===== src/rtl/btn_pkg.sv =====
// rtl/btn_pkg.sv - shared channel state type and default parameters for the button conditioner
package btn_pkg;

    typedef enum logic [1:0] {
        RELEASED,
        PRESS_WAIT,
        HELD,
        RELEASE_WAIT
    } btn_state_t;

    localparam int N_BTN_DEF           = 3;
    localparam int SYNC_STAGES_DEF     = 2;
    localparam int DEBOUNCE_CYCLES_DEF = 1_000_000;

endpackage


===== src/rtl/btn_debounce_ch.sv =====
// rtl/btn_debounce_ch.sv - one button channel: synchronizer, debounce FSM and press pulse
module btn_debounce_ch
    import btn_pkg::*;
#(
    parameter int SYNC_STAGES     = SYNC_STAGES_DEF,
    parameter int DEBOUNCE_CYCLES = DEBOUNCE_CYCLES_DEF
) (
    input  logic clk,
    input  logic rstn,
    input  logic raw,
    output logic clean_n,
    output logic pulse
);

    localparam int CNT_W = $clog2(DEBOUNCE_CYCLES);
    localparam logic [CNT_W-1:0] CNT_LAST = CNT_W'(DEBOUNCE_CYCLES - 1);

    logic [SYNC_STAGES-1:0] sync_q;
    logic                   sync_lvl;
    btn_state_t             state_q, state_d;
    logic [CNT_W-1:0]       cnt_q, cnt_d;

    assign sync_lvl = sync_q[SYNC_STAGES-1];

    always_ff @(posedge clk or negedge rstn) begin
        if (!rstn) begin
            sync_q  <= '1;
            state_q <= RELEASED;
            cnt_q   <= '0;
            clean_n <= 1'b1;
            pulse   <= 1'b0;
        end else begin
            sync_q  <= {sync_q[SYNC_STAGES-2:0], raw};
            state_q <= state_d;
            cnt_q   <= cnt_d;
            // Outputs are registered from the next state so they line up with the state change.
            clean_n <= !((state_d == HELD) || (state_d == RELEASE_WAIT));
            pulse   <= (state_q == PRESS_WAIT) && (state_d == HELD);
        end
    end

    always_comb begin
        state_d = state_q;
        cnt_d   = cnt_q;
        case (state_q)
            RELEASED: begin
                if (!sync_lvl) begin
                    state_d = PRESS_WAIT;
                    cnt_d   = '0;
                end
            end
            PRESS_WAIT: begin
                if (sync_lvl) begin
                    state_d = RELEASED;
                    cnt_d   = '0;
                end else if (cnt_q == CNT_LAST) begin
                    state_d = HELD;
                    cnt_d   = '0;
                end else begin
                    cnt_d = cnt_q + 1'b1;
                end
            end
            HELD: begin
                if (sync_lvl) begin
                    state_d = RELEASE_WAIT;
                    cnt_d   = '0;
                end
            end
            RELEASE_WAIT: begin
                if (!sync_lvl) begin
                    state_d = HELD;
                    cnt_d   = '0;
                end else if (cnt_q == CNT_LAST) begin
                    state_d = RELEASED;
                    cnt_d   = '0;
                end else begin
                    cnt_d = cnt_q + 1'b1;
                end
            end
            default: begin
                state_d = RELEASED;
                cnt_d   = '0;
            end
        endcase
    end

endmodule


===== src/rtl/btn_conditioner.sv =====
// rtl/btn_conditioner.sv - per-button debounce channels plus optional multi-press filter (BTN_MULTI_REJECT_EN)
module btn_conditioner
    import btn_pkg::*;
#(
    parameter int N_BTN           = N_BTN_DEF,
    parameter int SYNC_STAGES     = SYNC_STAGES_DEF,
    parameter int DEBOUNCE_CYCLES = DEBOUNCE_CYCLES_DEF
) (
    input  logic             clk,
    input  logic             rstn,
    input  logic [N_BTN-1:0] btn_raw,
    output logic [N_BTN-1:0] btn_n_clean,
    output logic [N_BTN-1:0] press_pulse,
    output logic             multi_press
);

    logic [N_BTN-1:0] ch_pulse;

    for (genvar i = 0; i < N_BTN; i++) begin : g_ch
        btn_debounce_ch #(
            .SYNC_STAGES     (SYNC_STAGES),
            .DEBOUNCE_CYCLES (DEBOUNCE_CYCLES)
        ) u_ch (
            .clk     (clk),
            .rstn    (rstn),
            .raw     (btn_raw[i]),
            .clean_n (btn_n_clean[i]),
            .pulse   (ch_pulse[i])
        );
    end

`ifdef BTN_MULTI_REJECT_EN
    logic [N_BTN-1:0] blocked;

    // A press is blocked if any other channel is held or pulsing in the same cycle.
    always_comb begin
        blocked = '0;
        for (int i = 0; i < N_BTN; i++) begin
            blocked[i] = |(((~btn_n_clean) | ch_pulse) & ~(N_BTN'(1) << i));
        end
        press_pulse = ch_pulse & ~blocked;
        multi_press = |(ch_pulse & blocked);
    end
`else
    assign press_pulse = ch_pulse;
    assign multi_press = 1'b0;
`endif

endmodule


===== config.mk =====
export PLATFORM = sky130hd
export DESIGN_NAME = btn_conditioner
export DESIGN_NICKNAME = d
export VERILOG_FILES = /design/src/rtl/btn_pkg.sv /design/src/rtl/btn_debounce_ch.sv /design/src/rtl/btn_conditioner.sv
export SDC_FILE = /design/constraint.sdc
export NUM_CORES = 1
export LEC_CHECK = 0
export ABC_AREA = 1
export BUFFER_PORTS_ARGS = -buffer_cell sky130_fd_sc_hd__clkbuf_2
export CAP_MARGIN = 20
export CORE_MARGIN = 10
export CORE_UTILIZATION = 55
export CTS_CLUSTER_DIAMETER = 100
export CTS_CLUSTER_SIZE = 12
export DETAILED_ROUTE_END_ITERATION = 10
export PLACE_DENSITY_LB_ADDON = 0.2
export SLEW_MARGIN = 20
export SYNTH_ARGS = -nofsm -noshare
export SYNTH_HDL_FRONTEND = slang
export SYNTH_SLANG_ARGS = --single-unit

===== constraint.sdc =====
create_clock -name clk -period 2.1 [get_ports clk]
set_clock_uncertainty 0.2 [all_clocks]
set_input_delay 0.105 -clock clk [delete_from_list [all_inputs] [get_ports clk]]
set_output_delay 0.105 -clock clk [all_outputs]
set_load 0.1 [all_outputs]

Yosys cells after proc, flatten, opt, wreduce, memory -nomap -nowiden

Cells that the tools add are included.

Register bits after elaboration: 78
Bits of input ports: 5
Memory bits (read-only): 0
Word-level logic and storage cells: 96
Bits in writable memories: 0
Latch bits: 0
Memories kept: 0

Reduce and logical (&&, ||, !) cells: 15
Muxes and demuxes: 39
Shifts and indexed selects: 0
$mul: 0
Add/subtract/negate cells: 3
Divide/modulo/power cells: 0
Bitwise gates (word level): 0
Eq/ne operators: 24
Magnitude comparators: 0

Operators by type and width:

| cell                    | number |
|---|---|
| $mux W20                | 15 |
| $pmux W20 S4            | 3 |
| $add A20 B1 Y20 const B | 3 |
| $eq A20 B20 Y1 const B  | 3 |
| $mux W2                 | 18 |
| $eq A2 B2 Y1 const B    | 12 |
| $pmux W2 S4             | 3 |
| $eq A2 B1 Y1 const B    | 3 |
| $logic_not A2 Y1        | 3 |
| $ne A2 B1 Y1 const B    | 3 |
| $ne A2 B2 Y1 const B    | 3 |
| $reduce_and A2 Y1       | 3 |
| $logic_and A1 B1 Y1     | 3 |
| $logic_not A1 Y1        | 3 |
| $logic_or A1 B1 Y1      | 3 |

Longest topological paths before layout

Gate-level depths: netlist (run 1).

Word-level depth: 7
Gate-level depth with buffers: 10
Gate-level depth less buffers: 10

By module

Synthesis (run 1) repeated with hierarchy kept, for this count alone.

Cell total of the unflattened synthesis: 563
Area, all modules: 4692.0 µm²

Modules (own cells, without submodules):

| module          | cells each | instances | area each (µm²) |
|---|---|---|---|
| btn_debounce_ch | 187        | 3         | 1560.2 |
| btn_conditioner | 2          | 1         | 11.3 |

Worst setup path after synthesis (run 1)

OpenSTA, ideal clock, no wires.

Path kind: flip-flop to flip-flop
Start: register g_ch[0].u_ch.cnt_q[0]
End: register g_ch[0].u_ch.cnt_q[7]
Arrival: 1.262 ns
Clock period less this slack: 1.590 ns
Stages on the path, launching flop included: 8
Path buffers: 1
Setup slack: 0.510 ns
Cell sequence: dfrtp_1 -> ha_1 -> nand3_1 -> nor2_1 -> nand3_2 -> nand2_4 -> buf_6 -> o22ai_1

Word-level cells in the longest chain between the ends: 4

Ends and longest elaborated chain:

| what                                                     | RTL line                                     | text |
|---|---|---|
| from (decl)                                              | btn_debounce_ch.sv:21                        | `logic [CNT_W-1:0] cnt_q, cnt_d;` |
| from (signal assigned)                                   | btn_debounce_ch.sv:35                        | `cnt_q <= cnt_d;` |
| $add A20 B1 Y20 / $eq A20 B20 Y1 (equally long branches) | -                                            |  |
| $mux W20 *                                               | btn_debounce_ch.sv:56, btn_debounce_ch.sv:73 |  |
| $mux W20, on equally long branches                       | btn_debounce_ch.sv:70, btn_debounce_ch.sv:53 |  |
| $pmux W20 S4 *                                           | btn_debounce_ch.sv:45                        | `case (state_q)` |

Every way passes the cells marked *; elsewhere a longest branch is shown, timed or not.
A chain may end at the register's enable or synchronous reset.

Final worst setup path (run 1)

Start: register g_ch[0].u_ch.cnt_q[0]
End: register g_ch[0].u_ch.cnt_q[15]

Same word-level chain as after synthesis.

==> results of run 1 <==
metal layers:
metal,up-vias,GRT usage
li1,1820,-
met1,1598,0.195
met2,58,0.243
met3,9,0.0287
met4,0,0.0595
met5,-,0
metrics by stage:
stage          hold slack, ns  cell area [sq um]  std cells  total power, uW   util
4_1_cts                0.0718               4720        697             2750  0.611
5_1_grt                 0.114               4720        697             2830  0.611
3_3_place_gp          -0.0857               4500        677             1690  0.582
3_5_place_dp          -0.0840               4500        677             1700  0.582
2_1_floorplan          -0.391               4390        576             1640      -
6_report               0.0634               4720        697             2710  0.611
Yosys cell counts:
library cell / number / area share
nand2_1: 181 / 0.15
dfrtp_1: 69 / 0.39
inv_1: 69 / 0.059
nor2_1: 50 / 0.043
nand3_1: 44 / 0.050
o21ai_1: 24 / 0.027
xor2_1: 22 / 0.044
o21ai_0: 12 / 0.014
buf_4: 10 / 0.017
nor2_2: 10 / 0.014
o22ai_1: 10 / 0.014
xnor2_1: 10 / 0.020
dfstp_2: 9 / 0.054
nand4_1: 9 / 0.013
inv_2: 6 / 0.0051
nand3_2: 5 / 0.011
nor2_4: 5 / 0.013
a21oi_1: 4 / 0.0046
buf_2: 3 / 0.0034
ha_1: 3 / 0.0086
nand2_2: 3 / 0.0043
nor3_1: 3 / 0.0034
nor3_2: 3 / 0.0068
a31oi_1: 2 / 0.0029
buf_6: 2 / 0.0051
nand2_4: 2 / 0.0051
and2_1: 1 / 0.0014
clkinv_1: 1 / 0.00085
conb_1: 1 / 0.00085
nand3b_1: 1 / 0.0017
o21ai_2: 1 / 0.0020
o21bai_1: 1 / 0.0017
sequential cells by signal, summed over array words and instances, names as in the netlist:
name,cells
g_ch.u_ch.cnt_q,60
g_ch.u_ch.state_q,6
g_ch.u_ch.sync_q,6
g_ch.u_ch.clean_n,3
g_ch.u_ch.pulse,3
kinds of logic (layout without fill, tap and decap cells):
kind of cell / after synthesis / in the layout / share of synthesized area
AOI/OAI and AO/OA: 54 / 54 / 0.0665
xor gates and xnor gates: 32 / 32 / 0.0639
adders and majority gates: 3 / 3 / 0.00856
buffers and inverters: 91 / 110 / 0.0907
DFF: 78 / 78 / 0.448
other: 1 / 1 / 0.000855
and+or+nand+nor: 317 / 317 / 0.322
path summary, 6_finish.rpt:
kind	startpoint	cells past startpoint	slack (ns)	end
worst max register to register	g_ch[0].u_ch.cnt_q[0]	8	0.21	g_ch[0].u_ch.cnt_q[15]
max in group asynchronous	rstn	3	0.98	g_ch[2].u_ch.sync_q[1]
worst min register to register	g_ch[1].u_ch.sync_q[0]	0	0.16	g_ch[1].u_ch.sync_q[1]
worst min-delay path	rstn	2	0.06	g_ch[1].u_ch.cnt_q[9]
min in group clk	g_ch[1].u_ch.sync_q[0]	0	0.16	g_ch[1].u_ch.sync_q[1]
worst max-delay path	g_ch[0].u_ch.cnt_q[0]	8	0.21	g_ch[0].u_ch.cnt_q[15]
power by group through the flow:
| stage | clock network (uW) | logic [uW] | registers (uW) |
|---|---|---|---|
| floorplan | 0 | 77.6 | 1570 |
| global placement | 0 | 127 | 1570 |
| detailed placement | 0 | 129 | 1570 |
| CTS | 1080 | 135 | 1540 |
| global route | 1140 | 149 | 1540 |
| finish | 1040 | 131 | 1540 |
layout make-up:
cell class              instances  share of cell area
inverters                      76              0.0604
repair buffers                 18              0.0286
clock buffers                  11              0.0321
flip-flops and latches         78               0.416
multi-input cells             407               0.429
clock inverters                 5             0.00715
well taps                     102              0.0270
worst max-delay path, stage by stage (launching register included):
cell and delay, ns:
dfrtp_1 0.40, ha_1 0.20, nand3_1 0.17, nor2_1 0.21
nand3_2 0.13, nand2_4 0.19, inv_1 0.14, nand3_1 0.09
nand2_1 0.05
==> impl_metrics.csv, run 1 <==
group,metric,value,unit
power,power_frac_seq,0.568,
critical_path,path_class,"reg -> reg",
floorplanning,die_y,109,microns
sta,hold_viol,0,
job,max-cap-violations,0,
floorplanning,die_w,109,microns
clock_tree,cts_setup_buffers,0,
detailed_routing,wl_met2,3880,microns
critical_path,path_max_fanout,16,
sta,max_slew_margin,0.639,
clock_tree,cts_resized,0,
detailed_routing,drt-total-wl,8360,microns
clock_tree,clkSlewWorstSetupHoldPaths,0.08,ns
finish,register_area,0.00196,sq mm
outcome,status,"complete, no violations",
global_route,grt_max_degree,43,
clock_tree,clock_sinks,78,
finish,multi_input_area,0.00203,sq mm
synth,syn_nets,584,
critical_path,worstPathRequired,2.14,ns
critical_path,crit_path_start_kind,"register",
synth,synth.avg_cell_area,7.62,sq um
power,p_per_area,574,mW/mm^2
finish,diodes,0,
place,hpwl,5930,microns
sta,worstMarginPinSlew,0.545,ns
sta,setup_tns,0,ns
finish,mostFrequentLayoutCell,"nand2_1",
clock_tree,cts_hold_buf,4,
detailed_routing,vias,3485,
synth,netlist_area,0.00439,sq mm
global_route,grt_usage,0.150,
finish,fill_cells,664,
detailed_routing,drc_errors,0,
power,p_sw,662,uW
hold_path,hold_path_class,"in -> async",
critical_path,crit_path_end_kind,"register",
synth,synth-seq-area-share,0.448,
sta,period_needed,1.89,ns
global_route,overflow,0,
global_route,grt_pass1_vias,3351,
detailed_routing,dr.pass1.iters,4,
floorplanning,start_util,0.568,
sta,max_freq,530,MHz
floorplanning,core_area,0.00773,sq mm
power,vdd_ir_drop_max,0.000538,V
sta,setup_viol,0,
floorplanning,io_pins,12,
detailed_routing,drtIter0Drc,150,
finish,drive_gt1_frac,0.124,
detailed_routing,ant_nets,0,
place,place.gp.congestion,0.814,
detailed_routing,viasPerCell,5.00,
power,p_int,2050,uW
place,port_buffers,10,
critical_path,cp.arrival,1.92,ns
finish,layout_common_cells,"nand2_1 (181), inv_1 (69), dfrtp_1 (69)",
power,clockPowerShare,0.384,
sta,rsz0062_at_grt,"false",
clock_tree,cts_buffers,9,
global_route,antenna_found_initial,0,
detailed_routing,wl_met1,4080,microns
clock_tree,htreeDepth,3,
detailed_routing,wl_met3,289,microns
sta,slew_viol_final,0,
finish,areaGrowthSynthToFinish,7.64,%
floorplanning,rows,32,
sta,period_share,0.898,
synth,ys_ff_latch,78,
floorplanning,dieArea,0.0119,sq mm
synth,syn_inst,576,
clock_tree,clock_latency,0.35,ns
clock_tree,clk_path_buf_depth,2,
clock_tree,root_buffer,"clkbuf_8",
synth,ys_types,32,
power,p_leak,0.00215,uW
detailed_routing,top_layer,"met4",
synth,ys_warn_count,0,
power,netSwitchingFraction,0.244,
clock_tree,cts_tree,"built",
finish,final_nets,598,
global_route,grt_pass1_wl,14800,microns
detailed_routing,routedWlPerCell,12.0,microns
sta,worst_slack,0.214,ns
power,comb_power_share,0.048,
place,post-place-ws,0.227,ns
(Power assumes the default switching activity.)
==> run 2: changes to the inputs <==
==> constraint.sdc (replaced) <==
create_clock -name clk -period 1.55 [get_ports clk]
set_clock_uncertainty 0.2 [all_clocks]
set_input_delay 0.0775 -clock clk [delete_from_list [all_inputs] [get_ports clk]]
set_output_delay 0.0775 -clock clk [all_outputs]
set_load 0.1 [all_outputs]
==> impl_metrics.csv, run 2 (synthesis results as in run 1) <==
group,metric,value,unit
place,post-place-ws,-0.130,ns
power,p_per_area,597,mW/mm^2
finish,layout_common_cells,"nand2_1 (151), buf_4 (86), dfrtp_1 (62)",
critical_path,crit_start,"g_ch[1].u_ch.cnt_q[6]",
finish,fin_util,0.841,
power,p_leak,0.00291,uW
clock_tree,htreeDepth,3,
detailed_routing,drtIter0Drc,322,
clock_tree,cts_buffers,9,
finish,reg.largest.list,"g_ch.u_ch.cnt_q (60), g_ch.u_ch.state_q (6), g_ch.u_ch.sync_q (6)",
floorplanning,die_y,109,microns
place,hpwl,7450,microns
hold_path,holdPathStages,0,
global_route,antenna_found_initial,0,
finish,drive_gt1_frac,0.473,
detailed_routing,drt-total-wl,14600,microns
floorplanning,rows,32,
sta,worst_slack,-0.308,ns
critical_path,crit_family,"simple AND/OR/NAND/NOR gates",
detailed_routing,viasPerCell,5.67,
place,port_buffers,10,
finish,mostFrequentLayoutCell,"nand2_1",
clock_tree,cts_tree,"built",
sta,setup_viol,64,
floorplanning,io_pins,12,
critical_path,reg2reg_to,"g_ch[1].u_ch.cnt_q[12]",
finish,top_register,"g_ch.u_ch.cnt_q",
global_route,grt_pass1_wl,19100,microns
critical_path,critPathBufInv,2,
floorplanning,die_w,109,microns
power,netSwitchingFraction,0.277,
sta,slew_viol_final,0,
critical_path,cp.arrival,1.89,ns
finish,fin_cells,806,
hold_path,hold_end,"g_ch[0].u_ch.sync_q[1]",
power,clockPowerShare,0.361,
critical_path,worstPathRequired,1.58,ns
critical_path,path_cells,"inv_1, nand3_1, nor2_2, nand3_4, nand2_4, buf_6, o22ai_1",
detailed_routing,routedWlPerCell,18.1,microns
critical_path,worstRegToRegCells,7,
finish,fill_cells,388,
critical_path,crit_slowest_cell,"dfrtp_1",
sta,hold_viol,0,
sta,period_share,1.20,
clock_tree,clock_latency,0.37,ns
sta,period_needed,1.86,ns
global_route,grt_pass1_vias,4259,
detailed_routing,drc_errors,0,
clock_tree,clock_sinks,78,
finish,areaGrowthSynthToFinish,48.2,%
power,p_sw,1080,uW
critical_path,path_max_fanout,4,
power,comb_power_share,0.099,
clock_tree,clk_path_buf_depth,2,
hold_path,min_from,"g_ch[0].u_ch.sync_q[0]",
global_route,grt_max_degree,31,
power,p_int,2810,uW
sta,rsz0062_at_grt,"true",
power,vdd_ir_drop_max,0.000527,V
critical_path,path_class,"reg -> reg",
finish,final_nets,707,
critical_path,max_stage_delay,0.46,ns
sta,max_slew_margin,0.640,
global_route,grt_usage,0.198,
clock_tree,clkSlewWorstSetupHoldPaths,0.10,ns
job,max-cap-violations,0,
floorplanning,dieArea,0.0119,sq mm
finish,largest_register_ffs,60,
power,power_frac_seq,0.540,
critical_path,crit_path_end_kind,"register",
sta,worstMarginPinSlew,0.542,ns
finish,diodes,0,
outcome,violations,"negative setup slack",
critical_path,crit_path_start_kind,"register",
outcome,status,"complete, but fails checks",
critical_path,r2r_slack,-0.31,ns
global_route,overflow,0,
place,dp.cells,748,
place,place.gp.congestion,0.934,
detailed_routing,vias,4572,
clock_tree,root_buffer,"clkbuf_8",
floorplanning,core_area,0.00773,sq mm
critical_path,r2r_start,"g_ch[1].u_ch.cnt_q[6]",
hold_path,hold_path_class,"reg -> reg",
detailed_routing,ant_nets,0,
detailed_routing,dr.pass1.iters,5,
sta,max_freq,538,MHz
floorplanning,start_util,0.568,
sta,timing.hold.ws,0.144,ns
==> run 2: changes by cell type in the layout (fill, tap and decap cells not counted), moves of 10 or more <==
cell / change
nand2_2: +23
nand2_1: -30
o21ai_1: -15
o21ai_0: -10
inv_2: +13
nand3_1: -17
buf_6: +19
nor2_1: -28
nor2_4: +17
buf_4: +82
nor2_2: +11
o21ai_2: +24
inv_1: -21
==> run 2: timing repair <==
action	CTS	global route
buffers inserted	14	22
hold endpoints to repair	81	0
gates cloned	1	2
pin swaps	31	73
setup endpoints to repair	67	70
hold buffers	5	0
gates resized for setup	75	164
==> run 2: how the worst max path moves through the flow <==
| stage | cells after the start | end | slack [ns] |
|---|---|---|---|
| 2_1_floorplan | 7 | g_ch[2].u_ch.cnt_q[9] | 0.003 |
| 4_1_cts | 8 | g_ch[0].u_ch.cnt_q[14] | -0.07 |
| 3_3_place_gp | 8 | g_ch[1].u_ch.cnt_q[14] | -0.02 |
| 3_5_place_dp | 7 | g_ch[1].u_ch.cnt_q[7] | -0.13 |
| 5_1_grt | 7 | g_ch[1].u_ch.cnt_q[12] | -0.29 |
| 6_report | 7 | g_ch[1].u_ch.cnt_q[12] | -0.31 |
==> run 2: routing by layer <==
metal / vias up / share of wire / track usage
met5: - / 0 / 0
met3: 74 / 0.069 / 0.0380
met1: 2197 / 0.38 / 0.231
li1: 2046 / - / -
met4: 0 / 0.046 / 0.0948
met2: 255 / 0.51 / 0.343
==> run 2: final cells by class <==
cell class	instances	area [sq um]	share of cell area
multi-input combinational	407	2760	0.425
sequential	78	1970	0.303
timing repair buffer	126	1150	0.176
inverter	76	320	0.0493
clock buffer	10	128	0.0196
tap	102	128	0.0196
clock inverter	6	38.8	0.00597
timing repair inverter	1	5.00	0.000770
==> run 2: power groups by stage <==
stage | Clock (uW) | Sequential [uW] | Combinational (uW)
2_1_floorplan | 0 | 2120 | 105
3_3_place_gp | 0 | 2120 | 243
3_5_place_dp | 0 | 2120 | 247
4_1_cts | 1370 | 2090 | 298
5_1_grt | 1490 | 2100 | 408
6_report | 1400 | 2100 | 386
==> run 2: worst reg2reg max path, stage by stage (launching register included) <==
cell	delay, ns
dfrtp_1	0.46
inv_1	0.16
nand3_1	0.13
nor2_2	0.22
nand3_4	0.14
nand2_4	0.16
buf_6	0.16
o22ai_1	0.10
==> run 2: stage by stage <==
| stage | cell area [sq um] | power [uW] | setup TNS (ns) |
|---|---|---|---|
| floorplan | 4400 | 2230 | 0 |
| global placement | 5120 | 2360 | -0.152 |
| detailed placement | 5120 | 2370 | -2.07 |
| CTS | 5730 | 3760 | -1.15 |
| global route | 6500 | 4000 | -11.90 |
| finish | 6500 | 3880 | -8.76 |
